--- src/rtl/id_stage.sv ---
`default_nettype none
// id_stage: MIPS decode stage (fetch/EXE handshake, operand read, branch/jump resolution, one delay slot).
// Optional macro ID_EXC_EN adds SYSCALL/BREAK/reserved-instruction reporting. Rev 1.0
module id_stage #(
  parameter int DATA_W     = 32,
  parameter int REG_ADDR_W = 5
) (
  input  logic                  clk,
  input  logic                  rst_n,
  input  logic                  if_valid_in,
  input  logic [DATA_W-1:0]     if_PC_in,
  input  logic [DATA_W-1:0]     if_NPC_in,
  input  logic [DATA_W-1:0]     if_NNPC_in,
  input  logic [31:0]           if_Instruct_in,
  output logic                  id_allowin_out,
  output logic [DATA_W-1:0]     id_nextPC_out,
  output logic [REG_ADDR_W-1:0] id_rs_addr_out,
  output logic [REG_ADDR_W-1:0] id_rt_addr_out,
  input  logic [DATA_W-1:0]     rs_rdata_in,
  input  logic [DATA_W-1:0]     rt_rdata_in,
  input  logic                  id_stall_in,
  input  logic                  exe_allowin_in,
  output logic                  id_valid_out,
  output logic [DATA_W-1:0]     id_PC_out,
  output logic [31:0]           id_Instruct_out,
  output logic [DATA_W-1:0]     id_rs_data_out,
  output logic [DATA_W-1:0]     id_rt_data_out,
  output logic [DATA_W-1:0]     id_imm_out,
  output logic [DATA_W-1:0]     id_link_out,
  output logic [REG_ADDR_W-1:0] id_wreg_out,
  output logic                  id_wen_out,
`ifdef ID_EXC_EN
  output logic                  id_exc_out,
  output logic [7:0]            id_exccode_out,
`endif
  output logic                  id_in_ds_out
);

  localparam logic [5:0] OP_SPECIAL = 6'h00, OP_REGIMM = 6'h01, OP_J    = 6'h02, OP_JAL  = 6'h03;
  localparam logic [5:0] OP_BEQ     = 6'h04, OP_BNE    = 6'h05, OP_BLEZ = 6'h06, OP_BGTZ = 6'h07;
  localparam logic [5:0] OP_ANDI    = 6'h0C, OP_ORI    = 6'h0D, OP_XORI = 6'h0E, OP_COP0 = 6'h10;
  localparam logic [5:0] F_JR       = 6'h08, F_JALR    = 6'h09, F_SYSCALL = 6'h0C, F_BREAK = 6'h0D;
  localparam logic [REG_ADDR_W-1:0] LINK_REG = {REG_ADDR_W{1'b1}};

  logic              valid_r, in_ds_r;
  logic [DATA_W-1:0] pc_r, npc_r, nnpc_r;
  logic [31:0]       instr_r;

  logic ready, allowin, leave;
  assign ready   = !id_stall_in;
  assign allowin = !rst_n || !valid_r || (ready && exe_allowin_in);
  assign leave   = valid_r && ready && exe_allowin_in;

  logic [5:0]            op, funct;
  logic [4:0]            rs_f, rt_f, rd_f;
  logic [DATA_W-1:0]     sext_imm, br_target, j_target;
  assign op        = instr_r[31:26];
  assign funct     = instr_r[5:0];
  assign rs_f      = instr_r[25:21];
  assign rt_f      = instr_r[20:16];
  assign rd_f      = instr_r[15:11];
  assign sext_imm  = {{(DATA_W-16){instr_r[15]}}, instr_r[15:0]};
  assign br_target = npc_r + {sext_imm[DATA_W-3:0], 2'b00};
  assign j_target  = {npc_r[DATA_W-1:DATA_W-4], instr_r[25:0], 2'b00};

  logic                  is_br, cond, wen, zext, known;
  logic [DATA_W-1:0]     target;
  logic [REG_ADDR_W-1:0] wreg;
  logic [7:0]            exc_code;

  always_comb begin
    is_br    = 1'b0;
    cond     = 1'b0;
    target   = br_target;
    wen      = 1'b0;
    wreg     = rt_f;
    zext     = 1'b0;
    known    = 1'b1;
    exc_code = 8'h00;
    case (op)
      OP_SPECIAL: begin
        wreg = rd_f;
        case (funct)
          F_JR:      begin is_br = 1'b1; cond = 1'b1; target = rs_rdata_in; end
          F_JALR:    begin is_br = 1'b1; cond = 1'b1; target = rs_rdata_in; wen = 1'b1; end
          F_SYSCALL: exc_code = 8'h08;
          F_BREAK:   exc_code = 8'h09;
          6'h00, 6'h02, 6'h03, 6'h04, 6'h06, 6'h07, 6'h10, 6'h12,
          6'h20, 6'h21, 6'h22, 6'h23, 6'h24, 6'h25, 6'h26, 6'h27, 6'h2A, 6'h2B:
            wen = 1'b1;
          6'h11, 6'h13, 6'h18, 6'h19, 6'h1A, 6'h1B: ;
          default: known = 1'b0;
        endcase
      end
      OP_REGIMM: begin
        // rt[4] selects the linking forms, rt[0] selects >= 0 versus < 0
        case (rt_f)
          5'h00, 5'h01, 5'h10, 5'h11: begin
            is_br = 1'b1;
            cond  = rt_f[0] ? !rs_rdata_in[DATA_W-1] : rs_rdata_in[DATA_W-1];
            wen   = rt_f[4];
            wreg  = LINK_REG;
          end
          default: known = 1'b0;
        endcase
      end
      OP_J:    begin is_br = 1'b1; cond = 1'b1; target = j_target; end
      OP_JAL:  begin is_br = 1'b1; cond = 1'b1; target = j_target; wen = 1'b1; wreg = LINK_REG; end
      OP_BEQ:  begin is_br = 1'b1; cond = (rs_rdata_in == rt_rdata_in); end
      OP_BNE:  begin is_br = 1'b1; cond = (rs_rdata_in != rt_rdata_in); end
      OP_BLEZ: begin is_br = 1'b1; cond = rs_rdata_in[DATA_W-1] || (rs_rdata_in == '0); end
      OP_BGTZ: begin is_br = 1'b1; cond = !rs_rdata_in[DATA_W-1] && (rs_rdata_in != '0); end
      6'h08, 6'h09, 6'h0A, 6'h0B, 6'h0F: wen = 1'b1;
      OP_ANDI, OP_ORI, OP_XORI: begin wen = 1'b1; zext = 1'b1; end
      6'h20, 6'h21, 6'h22, 6'h23, 6'h24, 6'h25, 6'h26: wen = 1'b1;
      6'h28, 6'h29, 6'h2A, 6'h2B, 6'h2E: ;
      OP_COP0: begin
        case (rs_f)
          5'h00:   wen = 1'b1;
          5'h04:   ;
          5'h10:   known = (funct == 6'h18);
          default: known = 1'b0;
        endcase
      end
      default: known = 1'b0;
    endcase
  end

  logic exc;
`ifdef ID_EXC_EN
  assign exc            = !known || (exc_code != 8'h00);
  assign id_exc_out     = valid_r && exc;
  assign id_exccode_out = !(valid_r && exc) ? 8'h00 : (known ? exc_code : 8'h0A);
`else
  logic unused_dec;
  assign exc        = 1'b0;
  assign unused_dec = ^{known, exc_code};
`endif

  logic taken;
  assign taken         = valid_r && is_br && cond && !exc;
  assign id_nextPC_out = taken ? target : if_NPC_in;

  always_ff @(posedge clk) begin
    if (!rst_n) begin
      valid_r <= 1'b0;
      in_ds_r <= 1'b0;
      pc_r    <= '0;
      npc_r   <= '0;
      nnpc_r  <= '0;
      instr_r <= '0;
    end else begin
      if (leave)
        in_ds_r <= is_br;
      if (allowin)
        valid_r <= if_valid_in;
      if (allowin && if_valid_in) begin
        pc_r    <= if_PC_in;
        npc_r   <= if_NPC_in;
        nnpc_r  <= if_NNPC_in;
        instr_r <= if_Instruct_in;
      end
    end
  end

  assign id_allowin_out  = allowin;
  assign id_valid_out    = valid_r && ready;
  assign id_rs_addr_out  = rs_f;
  assign id_rt_addr_out  = rt_f;
  assign id_PC_out       = pc_r;
  assign id_Instruct_out = instr_r;
  assign id_rs_data_out  = rs_rdata_in;
  assign id_rt_data_out  = rt_rdata_in;
  assign id_imm_out      = zext ? {{(DATA_W-16){1'b0}}, instr_r[15:0]} : sext_imm;
  assign id_link_out     = nnpc_r;
  assign id_wreg_out     = wreg;
  assign id_wen_out      = wen && !exc;
  assign id_in_ds_out    = in_ds_r;

endmodule
`default_nettype wire

--- config.mk ---
export PLATFORM = sky130hd
export DESIGN_NAME = id_stage
export DESIGN_NICKNAME = d
export VERILOG_FILES = /design/src/rtl/id_stage.sv
export SDC_FILE = /design/constraint.sdc
export NUM_CORES = 1
export LEC_CHECK = 0
export CAP_MARGIN = 20
export CORE_AREA = 2 2 172 174
export DETAILED_ROUTE_END_ITERATION = 10
export DIE_AREA = 0 0 174 176
export MAX_ROUTING_LAYER = met4
export PLACE_DENSITY = 0.73
export SLEW_MARGIN = 20
export SYNTH_ARGS = -nofsm -noshare
export SYNTH_HDL_FRONTEND = slang
export SYNTH_SLANG_ARGS = --single-unit
--- constraint.sdc ---
create_clock -name clk -period 6.5 [get_ports clk]
set_input_delay 1.3 -clock clk [delete_from_list [all_inputs] [get_ports clk]]
set_output_delay 1.3 -clock clk [all_outputs]
set_load 0.05 [all_outputs]
==> metrics <==
H-tree levels 4; fraction of layout cells with a size suffix above 1 6.67%; Routed Antenna Nets 0; Clock Path Buffers 2; met3 WL post-DR 2.86 mm; CP Capture Type output pin; Warnings, synthesis 0; vias in the first global route 9339; Fin Clk Skew 0.0143 ns; register area share after synthesis 29.6%; number of synthesized flops with an enable pin 0; Final Hold Fails 0; Combinational Power Share 37.5%; Core Footprint 28500 sq um; post-synthesis cell type count 61; cts-stage hold buffer count 0; cell row count 62; Clock transition at path regs 0.06 ns; highest routed metal layer met4; Seq pwr share 30.3%; Area Growth Syn to Fin 54.1%; MaxCap Viol Count 0; Async SR Flop Fraction 0%; grt ovf 0; Hold Path Class register to register; met1 wire length 16.6 mm; CTS tree built; leading area contributor after synthesis dfxtp_1; TritonRoute pass-1 iters 5; wire length on met2 19.0 mm; setup TNS 0 ns; Pleak 5.28 nW; largest net degree at the start of global routing 84; P_sw 1.16 mW; crit share post-route 95.5%; setup bufs post-CTS 0; clock share of power 32.2%; status completed; Cell Area, Synth 8790 sq um; min cycle time layout 6.21 ns; RSZ-0062 raised after global routing false; die height 176 um; Placement Setup Slack 0.293 ns; nets 1698; global-route wire length before repair 57.9 mm; final setup vio count 0; Post-DP HPWL 30.3 mm; DR DRC count 0; Worst EP required 5.20 ns; CTS resizes 0; io pins 440; PortBufs 439; synthesized flop and latch total 130; switch share 39.2%; worst slew pin tran 0.823 ns; CTS sink cnt 130; CTS Buf Count 17; Area contributors post-synth dfxtp_1, nand2_1, a21boi_0, buf_4, ha_1; Post-Route WL 39.4 mm; internal power 1.80 mW; Avg Inst Size Synth 7.51 sq um; share of the synthesized area in the top cell type 29.6%; relative slew slack 44.6%; root buf cell clkbuf_16; Max Transition Viols Final 0; Clock Latency Late Sink 0.43 ns; pwr dens 219 nW/um^2; initial antenna violation count 2; ys flop type dfxtp_1; CP arrival 4.91 ns; vias post-DR 9513; fmax 161 MHz; Tot GR Track Use 25.8%; GPL Wtd Cong 0.903; Detailed Route Iter0 Violations 694; Startpoint Class input pin; worst setup path class input pin to output pin; Mapped Nets 1398; worst setup margin 0.292 ns; vias per std cell 5.09; drt wl/cell 21.1 um; cell count after synthesis 1171; Critical Path Fanout Max 23; Peak supply drop 151 uV; Starting Density 30.8%; die area 30600 sq um; die width 174 um
[state kept, by name (all words and copies together), names as in the netlist]
signal and flops:
valid_r 1, npc_r 32, id_in_ds_out 1, id_link_out 32, id_Instruct_out 32, id_PC_out 32
[critical path, stage by stage]
cell and delay (ns):
clkdlybuf4s50_1 0.65, xor2_1 0.27, nor4_1 0.62, buf_4 0.21, nand4_1 0.10, nor2_1 0.16, xnor2_1 0.13, o311a_2 0.49
buf_4 0.35, a221oi_1 0.09, a32oi_1 0.33, buf_12 0.18
[synthesized netlist by cell type, drive strengths merged, types with 4 or more instances]
cell type and instances:
nand4 8, o31a 5, mux2 8, xnor2 13
a22o 12, inv 12, nand2 303, nand3 12
nor3 13, xor2 40, nand2b 6, ha 29
a21o 17, o22ai 7, or3 5, a31oi 9
nor2 37, buf 115, a21oi 55, nor4 22
and3 4, nor2b 7, dfxtp 130, o21a 4
a22oi 10, a21boi 129, o21ai 40, a221oi 9
o211ai 5, and4 4, clkbuf 64
[final cells by class]
cell class | instances | area, sq um
Antenna cell | 2 | 5.00
Clock buffer | 19 | 433
Clock inverter | 13 | 129
Fill cell | 2777 | 15000
Inverter | 13 | 48.8
Multi-Input combinational cell | 849 | 5080
Sequential cell | 130 | 2600
Tap cell | 384 | 480
Timing Repair Buffer | 460 | 4770
[per-layer routing]
layer  track usage (%)  vias up
met1              31.7     4451
met3              4.54       49
met2              43.3      461
met5                 -        -
met4              7.70        0
li1                  -     4552
[path summary, 6_finish.rpt]
| path | endpoint | start | depth (start not counted) | slack [ns] |
|---|---|---|---|---|
| hold / removal | id_link_out[9]$_SDFFE_PN0P_ | id_link_out[9]$_SDFFE_PN0P_ | 2 | 0.46 |
| setup / recovery | id_nextPC_out[22] | rs_rdata_in[17] | 12 | 0.29 |
| setup reg to reg | npc_r[2]$_SDFFE_PN0P_ | valid_r$_SDFFE_PN0N_ | 5 | 4.12 |
| hold reg to reg | id_link_out[9]$_SDFFE_PN0P_ | id_link_out[9]$_SDFFE_PN0P_ | 2 | 0.46 |
[per-stage QoR]
| step | area [sq um] | std cells | hold WS (ns) | utilization, % | total power [mW] |
|---|---|---|---|---|---|
| 6_report | 13500 | 1870 | 0.464 | 47.5 | 2.96 |
| 5_1_grt | 13500 | 1870 | 0.485 | 47.5 | 3.07 |
| 4_1_cts | 13500 | 1868 | 0.466 | 47.4 | 2.98 |
| 3_5_place_dp | 13000 | 1836 | 0.457 | 45.4 | 2.02 |
| 3_3_place_gp | 13000 | 1836 | 0.450 | 45.4 | 2.02 |
| 2_1_floorplan | 8790 | 1171 | 0.444 | - | 1.57 |
[cells in the final DEF, fill, tap and decap left out, types with 13 or more instances in the layout]
cell type	netlist	final
a21boi_0	129	129
a21o_1	17	17
a21oi_1	55	55
buf_12	0	24
buf_4	106	30
clkbuf_16	0	17
clkdlybuf4s50_1	0	406
dfxtp_1	130	130
ha_1	29	29
nand2_1	303	302
nor2_1	37	36
nor3_1	13	13
nor4_1	21	21
o21ai_0	39	39
xnor2_1	13	13
xor2_1	40	40
[power by group through the flow]
stage / Combinational, mW / Clock [mW] / Sequential [mW]
final: 1.11 / 0.955 / 0.897
after global routing: 1.17 / 1.00 / 0.903
after CTS: 1.11 / 0.971 / 0.897
after detailed placement: 1.11 / 0 / 0.915
after global placement: 1.10 / 0 / 0.912
after floorplan: 0.551 / 0 / 1.02
[cells by family (layout without fill, tap and decap cells)]
group                    after synthesis  in the layout  synth area share, %
adder cells (fa/ha/maj)               30             30                 4.35
buffers and inverters                192            505                 12.9
other                                  0              2                    0
XOR/XNOR                              53             53                 5.28
AO/OA/AOI/OAI                        326            326                 25.6
flip-flops                           130            130                 29.6
AND/OR/NAND/NOR                      429            429                 20.9
multiplexers                          11             11                 1.41
Power figures use the tool's default switching activity.
